$ cat src/rtl/sensors_height_engine.sv
// sensors_height_engine: rounded mean of valid sensor pairs via accumulator + restoring divider; ports clk rst, in_valid/in_ready/sensors in, out_valid/out_ready/height/valid_pairs/fault out; optional SENSORS_HEIGHT_FILTER_EN adds a 2-tap IIR on height
module sensors_height_engine #(
  parameter int DATA_WIDTH  = 8,
  parameter int NUM_SENSORS = 4
) (
  input  logic                                clk,
  input  logic                                rst,
  input  logic                                in_valid,
  output logic                                in_ready,
  input  logic [NUM_SENSORS*DATA_WIDTH-1:0]   sensors,
  output logic                                out_valid,
  input  logic                                out_ready,
  output logic [DATA_WIDTH-1:0]               height,
  output logic [$clog2(NUM_SENSORS/2+1)-1:0]  valid_pairs,
  output logic                                fault
);
  localparam int P     = NUM_SENSORS / 2;
  localparam int SUM_W = DATA_WIDTH + $clog2(NUM_SENSORS);
  localparam int VP_W  = $clog2(P + 1);
  localparam int CW    = $clog2(NUM_SENSORS + 1);
  localparam int DC_W  = $clog2(SUM_W + 1);
  localparam logic [1:0] IDLE   = 2'd0;
  localparam logic [1:0] ACCUM  = 2'd1;
  localparam logic [1:0] DIVIDE = 2'd2;
  localparam logic [1:0] DONE   = 2'd3;
  logic [1:0]                        state;
  logic [NUM_SENSORS*DATA_WIDTH-1:0] rd;
  logic [VP_W-1:0]                   idx, vp;
  logic [SUM_W-1:0]                  sum, sum_n, q, q_n, rem, rem_n;
  logic [CW-1:0]                     cnt, cnt_n;
  logic [DC_W-1:0]                   dc;
  logic [DATA_WIDTH-1:0]             a, b, raw, res;
  logic [SUM_W:0]                    trial;
  logic                              pv, ge;
  assign in_ready  = state == IDLE;
  assign out_valid = state == DONE;
  always_comb begin
    a     = rd[int'(idx)*DATA_WIDTH +: DATA_WIDTH];
    b     = rd[(int'(idx)+P)*DATA_WIDTH +: DATA_WIDTH];
    pv    = a != '0 && b != '0;
    sum_n = pv ? sum + SUM_W'(a) + SUM_W'(b) : sum;
    cnt_n = pv ? cnt + CW'(2) : cnt;
    trial = {rem, q[SUM_W-1]};
    ge    = trial >= (SUM_W+1)'(cnt);
    rem_n = ge ? SUM_W'(trial - (SUM_W+1)'(cnt)) : trial[SUM_W-1:0];
    q_n   = {q[SUM_W-2:0], ge};
    raw   = q_n[DATA_WIDTH-1:0];
  end
`ifdef SENSORS_HEIGHT_FILTER_EN
  logic [DATA_WIDTH-1:0] filt;
  logic                  primed;
  logic [DATA_WIDTH:0]   fsum;
  always_comb begin
    fsum = {1'b0, filt} + {1'b0, raw} + (DATA_WIDTH+1)'(1);
    res  = primed ? fsum[DATA_WIDTH:1] : raw;
  end
  always_ff @(posedge clk)
    if (rst) begin
      filt   <= '0;
      primed <= 1'b0;
    end else if (state == DIVIDE && dc == DC_W'(SUM_W-1) && cnt != '0) begin
      filt   <= res;
      primed <= 1'b1;
    end
`else
  assign res = raw;
`endif
  always_ff @(posedge clk)
    if (rst) begin
      state       <= IDLE;
      rd          <= '0;
      idx         <= '0;
      vp          <= '0;
      sum         <= '0;
      cnt         <= '0;
      q           <= '0;
      rem         <= '0;
      dc          <= '0;
      height      <= '0;
      valid_pairs <= '0;
      fault       <= 1'b0;
    end else
      case (state)
        IDLE: if (in_valid) begin
          rd    <= sensors;
          idx   <= '0;
          vp    <= '0;
          sum   <= '0;
          cnt   <= '0;
          state <= ACCUM;
        end
        ACCUM: begin
          sum <= sum_n;
          cnt <= cnt_n;
          vp  <= vp + VP_W'(pv);
          idx <= idx + VP_W'(1);
          if (idx == VP_W'(P-1)) begin
            q     <= sum_n + SUM_W'(cnt_n >> 1);
            rem   <= '0;
            dc    <= '0;
            state <= DIVIDE;
          end
        end
        DIVIDE: begin
          q   <= q_n;
          rem <= rem_n;
          dc  <= dc + DC_W'(1);
          if (dc == DC_W'(SUM_W-1)) begin
            height      <= cnt == '0 ? '0 : res;
            fault       <= cnt == '0;
            valid_pairs <= vp;
            state       <= DONE;
          end
        end
        default: if (out_ready) state <= IDLE;
      endcase
endmodule

$ cat config.mk
export PLATFORM = sky130hd
export DESIGN_NAME = sensors_height_engine
export DESIGN_NICKNAME = d
export VERILOG_FILES = /design/src/rtl/sensors_height_engine.sv
export SDC_FILE = /design/constraint.sdc
export NUM_CORES = 1
export LEC_CHECK = 0
export ABC_CLOCK_PERIOD_IN_PS = 3800
export CORE_ASPECT_RATIO = 0.5
export CORE_MARGIN = 5
export CORE_UTILIZATION = 52
export DETAILED_ROUTE_END_ITERATION = 6
export PLACE_DENSITY = 0.79
export REMOVE_ABC_BUFFERS = 1
export SETUP_SLACK_MARGIN = 0.4
export SYNTH_ARGS = -nofsm -noshare
export SYNTH_HDL_FRONTEND = slang
export SYNTH_SLANG_ARGS = --single-unit
export TNS_END_PERCENT = 10
$ cat constraint.sdc
create_clock -name clk -period 3.8 [get_ports clk]
set_clock_uncertainty 0.15 [all_clocks]
set_input_delay 0.57 -clock clk [delete_from_list [all_inputs] [get_ports clk]]
set_output_delay 0.57 -clock clk [all_outputs]
set_load 0.01 [all_outputs]
Word-level counts from Yosys, hierarchy flattened:

Cells that the tools add are included.

* register bits: 86
* bits of input ports: 36
* output and inout port bits: 13
* word-level logic and storage cells: 70

* add/subtract/negate cells: 9
* order comparisons: 1
* equal/unequal tests: 9
* shifts and indexed selects: 2
* multiplexer cells: 22
* reductions and logical operators: 14

Operators with widths (count)
* case mux 10 bit (2 select lines): 3
* two-way mux 10 bit: 5
* indexed part select 32 x 6 -> 8 bit: 1
* indexed part select 32 x 7 -> 8 bit: 1
* adder 10 x 8 -> 10 bit: 2
* nonzero test 8 bit: 2
* >= comparator 11 x 3 -> 1 bit: 1
* adder 10 x 2 -> 10 bit: 1
* two-way mux 2 bit: 5
* subtractor 10 x 3 -> 10 bit: 1
* two-way mux 8 bit: 1
* != test 2 bit (second input constant): 4
* case mux 2 bit (2 select lines): 2
* case mux 4 bit (2 select lines): 1
* AND reduction 2 bit: 4
* two-way mux 3 bit: 2
* case mux 2 bit (3 select lines): 1
* case mux 3 bit (2 select lines): 1
* adder 4 x 1 -> 4 bit (second input constant): 1
* equality test 2 x 1 -> 1 bit (second input constant): 2
* equality test 2 bit (second input constant): 2
* equality test 4 bit (second input constant): 1
* two-way mux 4 bit: 1
* AND reduction 4 bit: 1
* other kinds (10): 11

Depth between registers and ports, before layout:

Gate-level depths: netlist (run 1).

* depth after elaboration: 8
* mapped depth: 17

Worst setup path before layout (run 1):

No wires, ideal clock.

* path kind: reg2reg
* from: register idx[0]
* to: register q[9]
* setup time: 0.086 ns
* arrival: 3.760 ns
* setup slack: -0.196 ns
* cell stages (with the launch flop): 17
* path buffers: 2
* clock period less this slack: 3.996 ns
* cells stage by stage: dfxtp_1 > buf_6 > clkbuf_1 > mux2_2 > nand2_1 > fa_1 > inv_1 > ha_1 > fa_1 > a21o_1 > a21oi_1 > o211ai_1 > xnor2_1 > mux2i_1 > nand4_1 > xor2_1 > a211oi_1

* cells in the longest elaborated chain, start to end: 8
* elaborated cells on any way between the ends: 16
* those cells by class: add/sub (4); eq/ne (2); shift (2); mux (4); reduce/logical (4)

Ends and longest elaborated chain
* start: declaration: RTL line 28 `logic [VP_W-1:0] idx, vp;`
* start signal: assignment: RTL line 96 `idx <= idx + VP_W'(1);`
* parallel branches: the longest is 8 deep, another holds adder 10 x 8 -> 10 bit
* end signal: assignment: RTL line 98 `q <= sum_n + SUM_W'(cnt_n >> 1);`
* end signal: assignment: RTL line 105 `q <= q_n;`
* end: declaration: RTL line 29 `logic [SUM_W-1:0] sum, sum_n, q, q_n, rem, rem_n;`

Parallel ways; which one is timed is not known. The select of a mux whose other input is x is not followed.
A chain may end at the register's enable or synchronous reset.

Worst setup path after layout (run 1):

Same ends and word-level chain as after synthesis.

==> qor.txt, run 1 <==
status = finished, final reports clean
port buffer count = 48
headroom to the max-slew limit = 30.6%
most common cell after layout, fill and taps aside = nand2_1
critical path type = reg -> reg
max-slew violation count = 0
CTS H-Tree Depth = 3
Period minus WS final = 3.58 ns
GRT Residual Overflow = 0
Clk pin slew, worst setup/hold paths = 0.06 ns
RSZ-0062 raised after global routing = yes
worst skew pair latency = 0.35 ns
register area = 1710 µm²
Primary FF master, synth = dfxtp_1
DRC viols = 0
register area share after synthesis = 35.8%
fill count = 698
Setup Total Neg Slack = 0 ns
CP Data Arrival Time = 3.69 ns
Leakage = 2.30 nW
PnR Total Power = 3.88 mW
asr flop ratio synth = 0%
maximum buffer depth of the clock tree = 2
Worst Setup Start Kind = flop
final core utilization = 67.4%
global-route wire length before repair = 18200 µm
GRT Total Usage = 19.4%
Die H = 77.6 µm
met2 Resource Use GR = 31.6%
DIE WIDTH = 145 µm
maximum VDD drop = 369 µV
Pre-antenna DRT Iters = 5
Netlist cell types = 54
CTS root buffer = clkbuf_16
Hold Buf Count CTS = 0
Synth Area per Inst = 8.49 µm²
WL final = 11300 µm
vias per inst = 5.52
routability congestion estimate = 0.883
Fmax = 280 MHz
GR peak layer = met2
fraction of layout cells with a size suffix above 1 = 14.9%
CTS buffer count = 9
Final ANT Viol Nets = 0
Ports = 49
post-route cell area = 5930 µm²
dpl cells = 716
GR Util met3 = 4.60%
Multi-input gate area = 2930 µm²
Die Area = 11300 µm²
Slew @ Worst Pin = 1.04 ns
number of global-route vias before repair = 3784
number of flops mapped to enable cells by yosys = 0
PD cells = 654 nW/µm²
antenna violations before repair = 0
detailed-route via count = 4084
FP Rows = 24
period utilization = 94.1%
CTS tree = built
worst-path fanout max = 6
Worst setup EP type = flop
initial core utilization = 54.1%
Syn. warnings = 0
DRT iter0 DRCs = 275
Post-Syn Area = 4760 µm²
required time of the critical path = 3.91 ns
Layout area overhead = 24.7%
# diodes = 0
Post-Layout Cell Count = 740
Yosys reg bits = 85
met1 usage = 26.1%
nets@finish = 688
core box area = 8800 µm²
WL/cell = 15.3 µm
DP Wirelength = 7750 µm
max-cap violations = 0
clock sink count = 85
Hold Crit Class = reg -> reg
synthesized instance count = 560
endpoints failing hold = 0
Post-DP Area = 5420 µm²
commonest cells after routing, fill and taps aside = nand2_1, dfxtp_1, nor2_1
Final Setup Violations = 0
largest net degree at the start of global routing = 45
[final cells by class]
cell class	instances	share of cell area, %
repair buffers	82	12.6
flip-flops and latches	85	28.8
clock buffers	10	4.03
multi-input cells	411	49.3
clock inverters	4	0.844
well taps	117	2.47
inverters	31	1.96
[path summary, 6_finish.rpt]
path	start	to	slack (ns)	depth (start not counted)
worst max-delay path	idx[0]$_SDFFE_PP0P_	q[9]$_SDFFE_PP0P_	0.22	12
worst min-delay path	rd[10]$_SDFFE_PP0P_	rd[10]$_SDFFE_PP0P_	0.31	2
worst max register to register	idx[0]$_SDFFE_PP0P_	q[9]$_SDFFE_PP0P_	0.22	12
worst min register to register	rd[10]$_SDFFE_PP0P_	rd[10]$_SDFFE_PP0P_	0.31	2
[flip-flops by register name, indices dropped and copies added, names as in the netlist]
signal	flops
rd	32
q	10
rem	10
sum	10
height	8
dc	4
cnt	2
idx	2
state	2
valid_pairs	2
vp	2
fault	1
[worst max-delay path, cell delays in order (launching register included)]
cell and delay, ns:
dfxtp_4 0.37, buf_6 0.12, mux4_2 0.52, fa_1 0.53
ha_4 0.31, a21o_1 0.16, a21oi_4 0.08, o21ai_1 0.13
nor4_1 0.06, or4_1 0.52, xnor2_2 0.17, xor2_1 0.16
a211oi_1 0.21
[routing by layer]
| metal | share of wire (%) | up-vias | wire [µm] |
|---|---|---|---|
| li1 | - | 2048 | - |
| met1 | 47 | 1927 | 5270 |
| met2 | 48 | 97 | 5390 |
| met3 | 4.9 | 12 | 559 |
| met4 | 0.87 | 0 | 99 |
| met5 | 0 | - | 0 |
[metrics by stage]
step	worst slack [ns]	hold slack [ns]
2_1_floorplan	-0.368	0.275
3_3_place_gp	0.130	0.295
3_5_place_dp	0.0291	0.300
4_1_cts	0.285	0.308
5_1_grt	0.0833	0.324
6_report	0.224	0.308
[kinds of logic after synthesis]
family | Yosys count | synth area share [%]
AO/OA/AOI/OAI | 113 | 15.3
XOR/XNOR | 25 | 4.60
adder cells (fa/ha/maj) | 32 | 10.2
buffers and inverters | 64 | 5.37
flip-flops | 85 | 35.8
multiplexers | 28 | 8.21
other | 1 | 0.0788
AND/OR/NAND/NOR | 212 | 20.6
[timing repair]
item / 4_1_cts / 5_1_grt
endpoints found under the setup margin: 12 / 12
pin swaps: 13 / 19
gates resized for setup: 22 / 14
setup buffers: 3 / 7
[power by group]
part / internal (mW) / switching, mW
Sequential: 1.02 / 0.118
Clock: 0.518 / 0.353
Combinational: 0.842 / 1.03
Total: 2.38 / 1.50
[cell usage after synthesis, drive strengths merged (5+ instances only)]
cell type,instances,area (µm²)
nand3,6,30.0
nand2,88,330
nor3,10,50.1
mux2,5,56.3
o21ai,10,50.1
nor3b,7,52.6
a21oi,57,285
clkbuf,27,101
nor4,8,80.1
mux2i,15,150
ha,21,263
xnor2,14,123
mux4,8,184
inv,31,116
xor2,11,96.3
nor2,66,248
dfxtp,85,1700
a22oi,23,173
buf,6,37.5
fa,11,220
Power figures use the tool's default switching activity.
==> inputs of run 2 (changes only) <==
--- a/config.mk
+++ b/config.mk
@@ -5,12 +5,12 @@
 export SDC_FILE = /design/constraint.sdc
 export NUM_CORES = 1
 export LEC_CHECK = 0
-export ABC_CLOCK_PERIOD_IN_PS = 3800
+export ABC_CLOCK_PERIOD_IN_PS = 3300
 export CORE_ASPECT_RATIO = 0.5
 export CORE_MARGIN = 5
-export CORE_UTILIZATION = 52
+export CORE_UTILIZATION = 57
 export DETAILED_ROUTE_END_ITERATION = 6
-export PLACE_DENSITY = 0.79
+export PLACE_DENSITY = 0.82
 export REMOVE_ABC_BUFFERS = 1
 export SETUP_SLACK_MARGIN = 0.4
 export SYNTH_ARGS = -nofsm -noshare
==> constraint.sdc (replaced) <==
create_clock -name clk -period 3.3 [get_ports clk]
set_clock_uncertainty 0.15 [all_clocks]
set_input_delay 0.495 -clock clk [delete_from_list [all_inputs] [get_ports clk]]
set_output_delay 0.495 -clock clk [all_outputs]
set_load 0.01 [all_outputs]
==> run 2 against run 1 <==
The flow now finishes with violations (setup timing). First-iteration DRC count is 33% higher. Clock power up 7.6%. Sequential power rose by 14%. Combinational power is 29% higher. Routed wire length grew 9.7%. Clock-buffer cell count did not move. Power grew 20%. Final cell count rose by 3.4%. Sequential share of layout area decreased by 1.0 points. Critical path depth unchanged. Die area decreased by 7.9%. Utilization grew 9.0 points.
==> qor.txt, run 2 (same netlist as run 1, synthesis figures left out) <==
status = finished with violations
violated checks = setup timing
commonest cells after routing, fill and taps aside = nand2_1, dfxtp_1, nor2_1
post-route cell area = 6150 µm² (+3.8%)
CTS H-Tree Depth = 3 (unchanged)
Hold Buf Count CTS = 0 (unchanged)
Post-DP Area = 5600 µm² (+3.4%)
period utilization = 111% (+17 points)
Hold Crit Endpoint = rd[13]$_SDFFE_PP0P_
internal power = 2.78 mW (+17%)
clock sink count = 85 (unchanged)
CTS root buffer = clkbuf_16
Largest register FFs = 32 (unchanged)
worst skew pair latency = 0.35 ns (about the same)
Pre-antenna DRT Iters = 5 (unchanged)
CP Cell Sequence = mux4_2 > fa_1 > fa_2 > a21o_1 > a21oi_4 > xnor2_2 > mux2i_1 > buf_4 > a211oi_2 > xnor2_1 > a222oi_1 > nor2_1
DRC viols = 0 (unchanged)
DIE WIDTH = 139 µm (-4.2%)
combinational power share = 51.9% (+3.6 points)
most flop-heavy register = rd
GR Util met3 = 6.29% (+1.7 points)
Slew @ Worst Pin = 1.00 ns (-0.0391 ns)
number of global-route vias before repair = 4270 (+13%)
flop2flop setup slack = -0.37 ns (-0.60 ns)
met1 usage = 30.2% (+4.0 points)
Worst setup EP type = flop
headroom to the max-slew limit = 33.0% (+2.4 points)
Fin Hold WS = 0.314 ns (+0.00637 ns)
CP Data Arrival Time = 3.75 ns (+0.06 ns)
# diodes = 0 (unchanged)
FF-to-FF path depth = 12 (unchanged)
RSZ-0062 raised after global routing = yes
DP Wirelength = 7830 µm (+0.94%)
Layout area overhead = 29.4%
sequential power share = 27.9% (-1.4 points)
Hold Crit Class = reg -> reg
WL/cell = 16.2 µm (+6.1%)
Reg-to-Reg End = q[6]$_SDFFE_PP0P_
GRT Total Usage = 24.3% (+4.9 points)
Worst Setup Start Kind = flop
detailed-route via count = 4402 (+7.8%)
global-route wire length before repair = 20400 µm (+12%)
DRT iter0 DRCs = 366 (+33%)
CTS tree = built
port buffer count = 48 (unchanged)
GR peak layer = met2
fill count = 537 (-23%)
Worst Hold Launch = rd[13]$_SDFFE_PP0P_
P_sw = 1.86 mW (+24%)
met2 Resource Use GR = 42.8% (+11 points)
core box area = 8060 µm² (-8.4%)
initial core utilization = 59.0% (+5.0 points)
register area = 1710 µm² (unchanged)
Hold Path Stages = 2 (unchanged)
WL final = 12400 µm (+9.7%)
maximum buffer depth of the clock tree = 2 (unchanged)
nets@finish = 716 (+4.1%)
Period minus WS final = 3.67 ns (+0.0964 ns)
Die H = 74.6 µm (-3.9%)
endpoints failing hold = 0 (unchanged)
largest net degree at the start of global routing = 87 (+93%)
Slowest cell on crit path = mux4_2
post-route worst setup slack = -0.372 ns (-0.596 ns)
max-slew violation count = 0 (unchanged)
Fmax = 272 MHz (-2.6%)
Multi-input gate area = 2950 µm² (+0.81%)
antenna violations before repair = 0 (unchanged)
Clk pin slew, worst setup/hold paths = 0.07 ns (about the same)
Die Area = 10400 µm² (-7.9%)
routability congestion estimate = 0.875 (-0.94%)
fraction of layout cells with a size suffix above 1 = 19.9% (+5.0 points)
maximum VDD drop = 409 µV (+11%)
Setup Total Neg Slack = -2.93 ns (-2.93 ns)
Final Setup Violations = 12 (+12)
CTS buffer count = 9 (unchanged)
Worst R2R Start = idx[0]$_SDFFE_PP0P_
Clock power frac = 20.2% (-2.3 points)
vias per inst = 5.75 (+4.3%)
GRT Residual Overflow = 0 (unchanged)
crit-path max cell delay = 0.54 ns (about the same)
max-cap violations = 0 (unchanged)
required time of the critical path = 3.38 ns (-0.53 ns)
Leakage = 2.46 nW (+7.0%)
Sw Share = 40.0% (+1.3 points)
most common cell after layout, fill and taps aside = nand2_1
critical path type = reg -> reg
Final ANT Viol Nets = 0 (unchanged)
worst-path fanout max = 4 (-2)
PD cells = 754 nW/µm² (+15%)
FP Rows = 23 (-4.2%)
Ports = 49 (unchanged)
-- run 2: changes by cell type in the layout (fill, tap and decap cells not counted), sizes merged --
cell and change:
buf +28, clkinv +4, clkinvlp -2, bufinv -1, inv +1
-- run 2: through the flow --
stage               instances  power (mW)  utilization (%)  setup WS [ns]
detailed placement        733        3.32             69.5         -0.540
CTS                       761        4.43             75.2         -0.274
floorplan                 527        2.59                -         -0.868
global route              765        4.93             76.4         -0.516
global placement          733        3.26             69.5         -0.394
finish                    765        4.64             76.4         -0.372
-- run 2: cell type report --
class                   instances  area share (%)
inverters                      31            1.89
multi-input cells             411            47.9
flip-flops and latches         85            27.8
clock buffers                  10            3.72
clock inverters                 6           0.610
repair buffers                110            15.8
well taps                     112            2.28
-- run 2: timing repair --
action / 4_1_cts / 5_1_grt
pin swaps: 19 / 22
gates resized for setup: 25 / 19
buffers inserted: 12 / 4
endpoints found under the setup margin: 19 / 27
-- run 2: per-layer routing --
layer / share of wire [%] / vias to the layer above
met5: 0 / -
met4: 1.8 / 0
met1: 44 / 2083
met3: 6.6 / 27
met2: 48 / 183
li1: - / 2109
-- run 2: critical path: cells and delay by family, from the launching register on --
family,cells,cell delay (ns)
muxes,2,0.64
and+or+nand+nor,1,0.08
xor gates and xnor gates,2,0.25
buffers and inverters,1,0.16
DFF,1,0.37
adders and majority gates,2,0.95
AOI/OAI and AO/OA,4,0.95
-- run 2: power by group through the flow --
stage / Combinational, mW / Clock [mW] / Sequential, mW
finish: 2.41 / 0.937 / 1.29
detailed placement: 2.01 / 0 / 1.31
CTS: 2.20 / 0.933 / 1.29
global placement: 1.96 / 0 / 1.30
floorplan: 1.29 / 0 / 1.30
global route: 2.63 / 0.990 / 1.31
-- run 2: worst max path at each step --
| stage | cells after the start | slack (ns) | end | from |
|---|---|---|---|---|
| floorplan | 11 | -0.87 | q[9]$_SDFFE_PP0P_ | idx[0]$_SDFFE_PP0P_ |
| global placement | 12 | -0.39 | q[9]$_SDFFE_PP0P_ | idx[0]$_SDFFE_PP0P_ |
| detailed placement | 12 | -0.54 | q[9]$_SDFFE_PP0P_ | idx[0]$_SDFFE_PP0P_ |
| CTS | 12 | -0.27 | q[9]$_SDFFE_PP0P_ | idx[0]$_SDFFE_PP0P_ |
| global route | 12 | -0.52 | q[6]$_SDFFE_PP0P_ | idx[0]$_SDFFE_PP0P_ |
| finish | 12 | -0.37 | q[6]$_SDFFE_PP0P_ | idx[0]$_SDFFE_PP0P_ |
==> inputs of run 3 (changes only) <==
--- a/config.mk
+++ b/config.mk
@@ -6,13 +6,15 @@
 export NUM_CORES = 1
 export LEC_CHECK = 0
 export ABC_CLOCK_PERIOD_IN_PS = 3300
-export CORE_ASPECT_RATIO = 0.5
+export CORE_ASPECT_RATIO = 1.75
 export CORE_MARGIN = 5
-export CORE_UTILIZATION = 57
+export CORE_UTILIZATION = 64
 export DETAILED_ROUTE_END_ITERATION = 6
+export DONT_BUFFER_PORTS = 1
 export PLACE_DENSITY = 0.82
 export REMOVE_ABC_BUFFERS = 1
 export SETUP_SLACK_MARGIN = 0.4
+export SLEW_MARGIN = 40
 export SYNTH_ARGS = -nofsm -noshare
 export SYNTH_HDL_FRONTEND = slang
 export SYNTH_SLANG_ARGS = --single-unit
==> run 3 against run 2 <==
The run still ends with setup timing left. Flip-flop and latch count unchanged. Hold slack got worse by 0.25 ns. Utilization increased by 1.5 points. Setup slack improved by 0.035 ns. Clock power increased by 2%. Largest power group unchanged. Routed wire length decreased by 1.1%. Clock-buffer cell count increased by 4.
==> qor.txt, run 3 (same netlist as run 1, synthesis figures left out) <==
Largest register FFs = 32 (unchanged)
FP Rows = 41 (+78%)
detailed-route via count = 4304 (-2.2%)
flop2flop setup slack = -0.34 ns (+0.04 ns)
Period minus WS final = 3.64 ns (-0.0352 ns)
DP Worst Slack = -0.522 ns (+0.0183 ns)
Reg-to-Reg End = q[8]$_SDFFE_PP0P_
maximum buffer depth of the clock tree = 2 (unchanged)
GRT Total Usage = 27.4% (+3.1 points)
Fin Hold WS = 0.0634 ns (-0.251 ns)
WL final = 12300 µm (-1.1%)
CTS tree = built
Final Setup Violations = 12 (unchanged)
Worst R2R Start = idx[0]$_SDFFE_PP0P_
violated checks = setup timing
Hold Crit Endpoint = q[8]$_SDFFE_PP0P_
fraction of layout cells with a size suffix above 1 = 20.5% (+0.62 points)
antenna violations before repair = 0 (unchanged)
initial core utilization = 65.8% (+6.7 points)
CTS H-Tree Depth = 3 (unchanged)
Hold Crit Class = in -> reg
post-route worst setup slack = -0.337 ns (+0.0352 ns)
number of global-route vias before repair = 4348 (+1.8%)
Slowest cell on crit path = mux4_2
Post-DP Area = 5110 µm² (-8.8%)
clock sink count = 85 (unchanged)
DP Wirelength = 8180 µm (+4.5%)
required time of the critical path = 3.43 ns (+0.05 ns)
Worst setup EP type = flop
CP Cell Sequence = buf_12 > mux4_2 > fa_1 > ha_4 > buf_6 > buf_4 > nand3_1 > o2111ai_1 > xor2_1 > nand3_1 > o21ai_0 > buf_4 > a31o_2 > nand3_1 > a21oi_2
fill count = 461 (-14%)
crit-path max cell delay = 0.52 ns (-0.02 ns)
RSZ-0062 raised after global routing = yes
Fmax = 275 MHz (+0.97%)
critical path type = reg -> reg
met2 Resource Use GR = 50.1% (+7.3 points)
Die H = 124 µm (+66%)
WL/cell = 17.8 µm (+9.7%)
post-route cell area = 5630 µm² (-8.5%)
worst skew pair latency = 0.35 ns (about the same)
Pre-antenna DRT Iters = 5 (unchanged)
routability congestion estimate = 0.892 (+1.9%)
DIE WIDTH = 75.2 µm (-46%)
Leakage = 2.27 nW (-7.7%)
final core utilization = 77.9% (+1.5 points)
FF-to-FF path depth = 15 (+3)
Layout area overhead = 18.4%
PD cells = 822 nW/µm² (+9.0%)
largest net degree at the start of global routing = 87 (unchanged)
GR peak layer = met2
Setup Total Neg Slack = -2.99 ns (-0.0647 ns)
Ports = 49 (unchanged)
port buffer count = 0 (-100%)
commonest cells after routing, fill and taps aside = nand2_1, dfxtp_1, nor2_1
Hold Path Stages = 1 (-1)
PnR Total Power = 4.63 mW (-0.22%)
CP Data Arrival Time = 3.77 ns (+0.02 ns)
dpl cells = 662 (-9.7%)
Slew @ Worst Pin = 0.589 ns (-0.413 ns)
Die Area = 9320 µm² (-10%)
core box area = 7230 µm² (-10%)
endpoints failing hold = 0 (unchanged)
most flop-heavy register = rd
maximum VDD drop = 571 µV (+40%)
max-slew violation count = 0 (unchanged)
headroom to the max-slew limit = 60.7% (+28 points)
Post-Layout Cell Count = 690 (-9.8%)
DRC viols = 0 (unchanged)
max-cap violations = 0 (unchanged)
CP dominant cell by count = nand3_1
GR Util met3 = 5.65% (-0.64 points)
status = finished with violations
GRT Residual Overflow = 0 (unchanged)
# diodes = 0 (unchanged)
DRT iter0 DRCs = 313 (-14%)
Worst Hold Launch = rst
met1 usage = 27.3% (-2.9 points)
global-route wire length before repair = 19600 µm (-3.9%)
CTS root buffer = clkbuf_16
worst-path fanout max = 4 (unchanged)
vias per inst = 6.24 (+8.4%)
nets@finish = 668 (-6.7%)
CTS buffer count = 9 (unchanged)
Final ANT Viol Nets = 0 (unchanged)
most common cell after layout, fill and taps aside = nand2_1
period utilization = 110% (-1.1 points)
Clk pin slew, worst setup/hold paths = 0.06 ns (about the same)
Worst Setup Start Kind = flop
==> run 3: layout make-up <==
class | count | area (µm²) | share of cell area [%]
Multi-Input combinational cell | 411 | 2930 | 52.0
Sequential cell | 85 | 1710 | 30.3
Timing Repair Buffer | 62 | 489 | 8.69
Clock buffer | 14 | 274 | 4.86
Inverter | 31 | 116 | 2.07
Tap cell | 86 | 108 | 1.91
Clock inverter | 1 | 5.00 | 0.0888
==> run 3: metal layers <==
layer	share of wire [%]	wire (µm)
met5	0	0
met3	5.7	702
met4	6.3	779
met1	34	4210
met2	54	6590
==> run 3: how the worst max path moves through the flow <==
stage / from / to / slack (ns) / depth (start not counted)
after floorplan: idx[0]$_SDFFE_PP0P_ / q[9]$_SDFFE_PP0P_ / -0.87 / 11
after global placement: idx[0]$_SDFFE_PP0P_ / q[6]$_SDFFE_PP0P_ / -0.43 / 11
after detailed placement: idx[0]$_SDFFE_PP0P_ / q[8]$_SDFFE_PP0P_ / -0.52 / 12
after CTS: idx[0]$_SDFFE_PP0P_ / q[5]$_SDFFE_PP0P_ / -0.28 / 13
after global routing: idx[0]$_SDFFE_PP0P_ / q[9]$_SDFFE_PP0P_ / -0.52 / 13
final: idx[0]$_SDFFE_PP0P_ / q[8]$_SDFFE_PP0P_ / -0.34 / 15
==> run 3: repair_timing <==
action / CTS / global route
setup buffers: 11 / 1
setup endpoints to repair: 19 / 24
pin swaps: 30 / 6
hold buffers: 0 / 0
resized for setup: 29 / 10
==> run 3: power by group <==
part | total (mW) | switching (mW) | internal (mW)
clock network | 0.953 | 0.387 | 0.566
registers | 1.30 | 0.127 | 1.17
logic | 2.38 | 1.31 | 1.07
==> run 3: critical path, delay by kind of cell (launching register included) <==
family / cells / cell delay [ns]
AO/OA/AOI/OAI: 4 / 0.68
multiplexers: 1 / 0.52
AND/OR/NAND/NOR: 3 / 0.33
XOR/XNOR: 1 / 0.24
buffers and inverters: 4 / 0.48
adder cells (fa/ha/maj): 2 / 0.78
flip-flops: 1 / 0.38
